==> src/rtl/instr_fetch_unit_if.sv <==
// Fetch-stage bus bundle: instruction-memory read port, decode handshake and PC redirect.
interface instr_fetch_unit_if #(
  parameter int unsigned ADDR_W = 7
);
  logic [ADDR_W-1:0] mem_addr;
  logic              mem_rd_en;
  logic [7:0]        mem_rdata;
  logic [31:0]       instr;
  logic [ADDR_W-1:0] instr_pc;
  logic              instr_valid;
  logic              instr_ready;
  logic              redirect_valid;
  logic [ADDR_W-1:0] redirect_pc;

  // Fetch unit side.
  modport master (
    output mem_addr, mem_rd_en, instr, instr_pc, instr_valid,
    input  mem_rdata, instr_ready, redirect_valid, redirect_pc
  );

  // Memory / decode side.
  modport slave (
    input  mem_addr, mem_rd_en, instr, instr_pc, instr_valid,
    output mem_rdata, instr_ready, redirect_valid, redirect_pc
  );
endinterface

==> src/rtl/instr_fetch_unit.sv <==
// Instruction fetch: reads four bytes (big-endian, lowest address in MSB) from a byte-wide
// synchronous memory, presents the word to decode, and halts on an all-zero instruction.
module instr_fetch_unit #(
  parameter int unsigned       ADDR_W   = 7,
  parameter logic [ADDR_W-1:0] RESET_PC = '0
) (
  input  logic                clk,
  input  logic                rst_n,
  input  logic                en,
  output logic                halted,
  instr_fetch_unit_if.master  bus
);

  typedef enum logic [2:0] {StIdle, StFetch, StLast, StHold, StHalt} state_e;

  state_e            state_q, state_d;
  logic [ADDR_W-1:0] pc_q, pc_d;
  logic [1:0]        cnt_q, cnt_d;
  logic [23:0]       bytes_q, bytes_d;
  logic [31:0]       instr_q, instr_d;
  logic [ADDR_W-1:0] instr_pc_q, instr_pc_d;
  logic [ADDR_W-1:0] redirect_tgt;
  logic [31:0]       word;
  logic              unused_redirect_lsb;

  assign redirect_tgt        = {bus.redirect_pc[ADDR_W-1:2], 2'b00};
  assign unused_redirect_lsb = ^bus.redirect_pc[1:0];
  // Byte 3 arrives on the bus during LAST, so the word is completed combinationally.
  assign word                = {bytes_q, bus.mem_rdata};

  // State and datapath registers.
  always_ff @(posedge clk or negedge rst_n) begin
    if (!rst_n) begin
      state_q    <= StIdle;
      pc_q       <= RESET_PC;
      cnt_q      <= 2'd0;
      bytes_q    <= 24'd0;
      instr_q    <= 32'd0;
      instr_pc_q <= RESET_PC;
    end else begin
      state_q    <= state_d;
      pc_q       <= pc_d;
      cnt_q      <= cnt_d;
      bytes_q    <= bytes_d;
      instr_q    <= instr_d;
      instr_pc_q <= instr_pc_d;
    end
  end

  // Next-state logic; a redirect overrides everything except HALT.
  always_comb begin
    state_d    = state_q;
    pc_d       = pc_q;
    cnt_d      = cnt_q;
    bytes_d    = bytes_q;
    instr_d    = instr_q;
    instr_pc_d = instr_pc_q;

    if (bus.redirect_valid && (state_q != StHalt)) begin
      pc_d    = redirect_tgt;
      cnt_d   = 2'd0;
      state_d = StFetch;
    end else begin
      unique case (state_q)
        StIdle: begin
          if (en) begin
            cnt_d   = 2'd0;
            state_d = StFetch;
          end
        end
        StFetch: begin
          // Data for address pc+k-1 is on mem_rdata during cycle k.
          case (cnt_q)
            2'd1:    bytes_d[23:16] = bus.mem_rdata;
            2'd2:    bytes_d[15:8]  = bus.mem_rdata;
            2'd3:    bytes_d[7:0]   = bus.mem_rdata;
            default: ;
          endcase
          if (cnt_q == 2'd3) begin
            cnt_d   = 2'd0;
            state_d = StLast;
          end else begin
            cnt_d = cnt_q + 2'd1;
          end
        end
        StLast: begin
          if (word == 32'd0) begin
            state_d = StHalt;
          end else begin
            instr_d    = word;
            instr_pc_d = pc_q;
            state_d    = StHold;
          end
        end
        StHold: begin
          if (bus.instr_ready) begin
            pc_d    = pc_q + ADDR_W'(4);
            cnt_d   = 2'd0;
            state_d = StFetch;
          end
        end
        StHalt: ;
        default: state_d = StIdle;
      endcase
    end
  end

  // Outputs decoded from registered state so reset clears them immediately.
  always_comb begin
    bus.mem_addr    = pc_q + ADDR_W'(cnt_q);
    bus.mem_rd_en   = (state_q == StFetch);
    bus.instr       = instr_q;
    bus.instr_pc    = instr_pc_q;
    bus.instr_valid = (state_q == StHold);
    halted          = (state_q == StHalt);
  end

endmodule

==> src/flat_wrapper.sv <==
// flat-port wrapper written by rule: the top's interface ports become plain ports
module instr_fetch_unit_flat 
#(
  parameter int unsigned       ADDR_W   = 7,
  parameter logic [ADDR_W-1:0] RESET_PC = '0
)
  (clk, rst_n, en, halted, bus_mem_addr, bus_mem_rd_en, bus_instr, bus_instr_pc, bus_instr_valid, bus_mem_rdata, bus_instr_ready, bus_redirect_valid, bus_redirect_pc);
  instr_fetch_unit_if #(.ADDR_W(ADDR_W)) bus_i ();
  input  logic clk;
  input  logic rst_n;
  input  logic en;
  output logic halted;
  output wire logic [$bits(bus_i.mem_addr)-1:0] bus_mem_addr;
  output wire logic [$bits(bus_i.mem_rd_en)-1:0] bus_mem_rd_en;
  output wire logic [$bits(bus_i.instr)-1:0] bus_instr;
  output wire logic [$bits(bus_i.instr_pc)-1:0] bus_instr_pc;
  output wire logic [$bits(bus_i.instr_valid)-1:0] bus_instr_valid;
  input wire logic [$bits(bus_i.mem_rdata)-1:0] bus_mem_rdata;
  input wire logic [$bits(bus_i.instr_ready)-1:0] bus_instr_ready;
  input wire logic [$bits(bus_i.redirect_valid)-1:0] bus_redirect_valid;
  input wire logic [$bits(bus_i.redirect_pc)-1:0] bus_redirect_pc;
  assign bus_mem_addr = bus_i.mem_addr;
  assign bus_mem_rd_en = bus_i.mem_rd_en;
  assign bus_instr = bus_i.instr;
  assign bus_instr_pc = bus_i.instr_pc;
  assign bus_instr_valid = bus_i.instr_valid;
  assign bus_i.mem_rdata = bus_mem_rdata;
  assign bus_i.instr_ready = bus_instr_ready;
  assign bus_i.redirect_valid = bus_redirect_valid;
  assign bus_i.redirect_pc = bus_redirect_pc;
  instr_fetch_unit #(.ADDR_W(ADDR_W), .RESET_PC(RESET_PC)) u_core (.clk(clk), .rst_n(rst_n), .en(en), .halted(halted), .bus(bus_i));
endmodule
==> config.mk <==
export PLATFORM = sky130hd
export DESIGN_NAME = instr_fetch_unit_flat
export DESIGN_NICKNAME = d
export VERILOG_FILES = /design/src/rtl/instr_fetch_unit_if.sv /design/src/rtl/instr_fetch_unit.sv /design/src/flat_wrapper.sv
export SDC_FILE = /design/constraint.sdc
export NUM_CORES = 1
export LEC_CHECK = 0
export ABC_CLOCK_PERIOD_IN_PS = 3300
export BUFFER_PORTS_ARGS = -buffer_cell sky130_fd_sc_hd__buf_2
export CORE_MARGIN = 1.5
export CORE_UTILIZATION = 60
export CTS_BUF_LIST = sky130_fd_sc_hd__clkbuf_8
export DETAILED_ROUTE_END_ITERATION = 6
export HOLD_SLACK_MARGIN = 0.02
export PLACE_DENSITY = 0.95
export SLEW_MARGIN = 20
export SYNTH_ARGS = -nofsm -noshare
export SYNTH_HDL_FRONTEND = slang
export SYNTH_SLANG_ARGS = --single-unit
==> constraint.sdc <==
create_clock -name clk -period 3.3 [get_ports clk]
set_clock_uncertainty 0.1 [all_clocks]
set_input_delay 0.33 -clock clk [delete_from_list [all_inputs] [get_ports clk]]
set_output_delay 0.33 -clock clk [all_outputs]
set_load 0.005 [all_outputs]
==> run summary <==
===============================================================================================
Cells taking the most area after synthesis                                         sky130_fd_sc_hd__dfrtp_1 (57%), sky130_fd_sc_hd__mux2_2 (20%), sky130_fd_sc_hd__ha_1 (2.0%)
Fraction of the yosys area taken by sequential cells                                     0.5740
Stage delay of the slowest cell on the critical path                                    0.44 ns
P_int                                                                                   1758 µW
Leak                                                                                0.001880 µW
Level count of the clock H-tree                                                               3
Area grow syn2layout                                                                     17.26%
Pins over their slew limit                                                                    0
Number of port buffers                                                                       64
Skew-Pair Late Insertion Delay                                                          0.35 ns
Detailed-route via count                                                                   2070
Detailed placer's ending HPWL                                                           4432 µm
Most area-hungry cell type in the Yosys netlist                                    sky130_fd_sc_hd__dfrtp_1
Sw Share                                                                                 0.2915
Critical path class                                                                flop to flop
Die width                                                                              74.83 µm
Count of buffering cells on the critical path with inverters included                         1
Area inside the core boundary                                                          4848 µm²
Total power divided by cell area                                                   683.4 nW/µm²
Number of rows created at floorplan                                                          25
Setup repair after global routing missed its margin                                       false
Routability-driven placement congestion ratio                                            0.7474
Slowest cell on the critical path                                                  sky130_fd_sc_hd__buf_4
Count of boundary I/O pins                                                                   69
Crit path DAT                                                                           2.67 ns
Number of clock sinks                                                                        71
Detailed-route DRC error count                                                                0
Syn Inst Count                                                                              228
Period utilization                                                                       0.7697
Achievable clock frequency                                                            393.7 MHz
Share of cell area taken by muxes after synthesis                                        0.2251
Die Footprint                                                                          5599 µm²
Cells along the critical path                                                      nor4_1, nand4_1, o21ai_4, buf_4, mux2_2
Post-synth design cell area                                                            3095 µm²
Result of the run                                                                  finished clean
Via count of the first global-routing pass                                                 2023
Kind of launch point of the worst setup path                                               flop
DRT iter0 DRCs                                                                              143
Clock input transition at the sequential cells of the worst setup and hold paths        0.07 ns
Distinct cell type count of the synthesized netlist                                          36
Most common cell after layout, fill and taps aside                                 sky130_fd_sc_hd__dfrtp_1
Required time at the endpoint of the critical path                                      3.43 ns
Commonest non-fill, non-tap cells in the layout                                    sky130_fd_sc_hd__dfrtp_1 (71), sky130_fd_sc_hd__buf_2 (64), sky130_fd_sc_hd__mux2_2 (56)
Initial antenna violation count                                                               0
Detail Route Antenna Nets                                                                     0
Pin count of the biggest net entering global routing                                         46
Wire length of the first global-routing pass                                           10050 µm
Overall track demand over capacity in global routing                                     0.2535
Sum of overflow across all layers after global routing                                        0
Avg WL per Cell                                                                        17.62 µm
Floorplan die height                                                                   74.83 µm
Final TNS setup                                                                            0 ns
Area share of and/or/nand/nor cells after synthesis                                     0.07559
Switching pwr                                                                          723.0 µW
Min Clock Period, post-route                                                           2.540 ns
Instance count after placement with tap cells included                                      350
Synth Area in Compound Gates                                                            0.04487
Number of nets at the end of the flow                                                       319
Inserted Clock Buffers                                                                        9
Share of total power in sequential cells                                                  0.521
Number of inserted diodes                                                                     0
Max-cap viol count                                                                            0
Parity-gate share of the synthesized area counting xor and xnor cells                   0.01981
Largest fanout on the critical path                                                          32
Number of cells in the finished layout apart from fillers                                   366
Post-cts gate resize count                                                                    0
Via density per instance                                                                  5.656
Ratio of cells with drive above 1 in the final layout                                    0.4783
Clock share of power                                                                      0.267
Part of the total power dissipated in combinational logic                                 0.212
Gate family responsible for the most delay along the worst path                    simple AND/OR/NAND/NOR gates
Synthesized area per cell                                                             13.58 µm²
Total detailed-routing wirelength                                                       6448 µm
Clock tree from TritonCTS                                                                 built
Final setup fails                                                                             0
Post-Synth Adder-Cell Area                                                              0.02021
Post-CTS setup buffers                                                                        0
Cell at the root of the clock tree                                                 sky130_fd_sc_hd__clkbuf_8
Top-area cell type share of the netlist area                                             0.5740
Kind of end point of the critical path                                                     flop
Peak ir drop on the vdd network                                                       0.4406 mV
Synthesized flop and latch total                                                             71
Number of hold buffers added after cts                                                        0
Hold WC Path Type                                                                  input pin to async pin
Max Root-Sink Buffers                                                                         2
Dominant combinational cell family by area after synthesis                         multiplexers
Synth Warn #                                                                                  0
Max transition margin                                                                    0.3746
Worst Tran Pin Value                                                                  0.9381 ns
Pre-antenna DRT Iters                                                                         4
Final count of hold timing violations                                                         0
Initial cell density of the core                                                         0.6385
===============================================================================================
==> path summary, 6_finish.rpt <==
check | startpoint | endpoint | slack [ns] | cells past startpoint
setup / recovery | u_core.bytes_q[18] | u_core.bus.instr[0] | 0.76 | 5
setup reg to reg | u_core.bytes_q[18] | u_core.bus.instr[0] | 0.76 | 5
min in group clk | bus_redirect_pc[4] | u_core.pc_q[4] | 0.13 | 3
hold / removal | rst_n | u_core.bus.instr[15] | 0.02 | 1
max in group asynchronous | rst_n | u_core.pc_q[6] | 2.32 | 2
hold reg to reg | u_core.bus.instr[7] | u_core.bus.instr[7] | 0.39 | 1
==> layer usage <==
metal | up-vias | wire length (µm) | global-route usage
li1 | 933 | - | -
met1 | 1062 | 2750 | 0.3214
met2 | 62 | 3281 | 0.4120
met3 | 13 | 301 | 0.08568
met4 | 0 | 114 | 0.08687
met5 | - | 0 | 0
==> final cells by class <==
class / count / area (µm²)
repair buffers: 67 / 342.8
multi-input cells: 138 / 1205
flip-flops and latches: 71 / 1777
inverters: 7 / 26.28
clock buffers: 13 / 178.9
fillers: 298 / 1219
clock inverters: 3 / 16.27
well taps: 67 / 83.83
==> Yosys cell counts, drive strengths merged <==
| cell | count |
|---|---|
| o21ai | 4 |
| conb | 1 |
| xor2 | 4 |
| mux2 | 61 |
| nor2 | 9 |
| o32ai | 1 |
| buf | 8 |
| nor3 | 2 |
| mux2i | 1 |
| nor4b | 1 |
| o41ai | 1 |
| a222oi | 1 |
| nand4 | 5 |
| o21bai | 1 |
| and4b | 1 |
| nor4 | 8 |
| xnor2 | 3 |
| ha | 5 |
| inv | 7 |
| clkbuf | 6 |
| nor3b | 1 |
| or3b | 2 |
| nand2b | 2 |
| a2bb2oi | 1 |
| a22o | 2 |
| a21oi | 8 |
| dfrtp | 71 |
| nand2 | 10 |
| a31oi | 1 |
==> state kept, by name (all words and copies together), names as in the netlist <==
name                 cells
u_core.bus.instr_pc      5
u_core.bytes_q          24
u_core.state_q           3
u_core.pc_q              5
u_core.cnt_q             2
u_core.bus.instr        32
==> cell families after synthesis <==
family                   after synthesis
AO/OA/AOI/OAI                         20
XOR/XNOR                               7
adder cells (fa/ha/maj)                5
buffers and inverters                 21
flip-flops                            71
multiplexers                          62
other                                  1
AND/OR/NAND/NOR                       41
==> power groups by stage <==
stage | clock (µW) | sequential [µW] | combinational (µW)
2_1_floorplan | 0 | 1240 | 334
3_3_place_gp | 0 | 1280 | 486
5_1_grt | 704 | 1320 | 575
3_5_place_dp | 0 | 1300 | 520
4_1_cts | 663 | 1290 | 529
6_report | 663 | 1290 | 525
==> worst register-to-register path: cells and delay by family (launching register included) <==
family	cells	cell delay, ns
buffers and inverters	1	0.45
AND/OR/NAND/NOR	2	0.72
AO/OA/AOI/OAI	1	0.34
flip-flops	1	0.41
multiplexers	1	0.40
==> metrics by stage <==
stage               setup WS, ns  instance area, µm²  total power, µW  hold WS (ns)    util
floorplan                  1.398                3103             1578      -0.06559       -
CTS                       0.7536                3630             2482       0.04715  0.7486
detailed placement        0.7747                3435             1821        0.3761  0.7084
global placement          0.8426                3435             1763        0.3716  0.7084
global route              0.6159                3630             2600       0.09183  0.7486
finish                    0.7600                3630             2481       0.01740  0.7486
(Power assumes the default switching activity.)
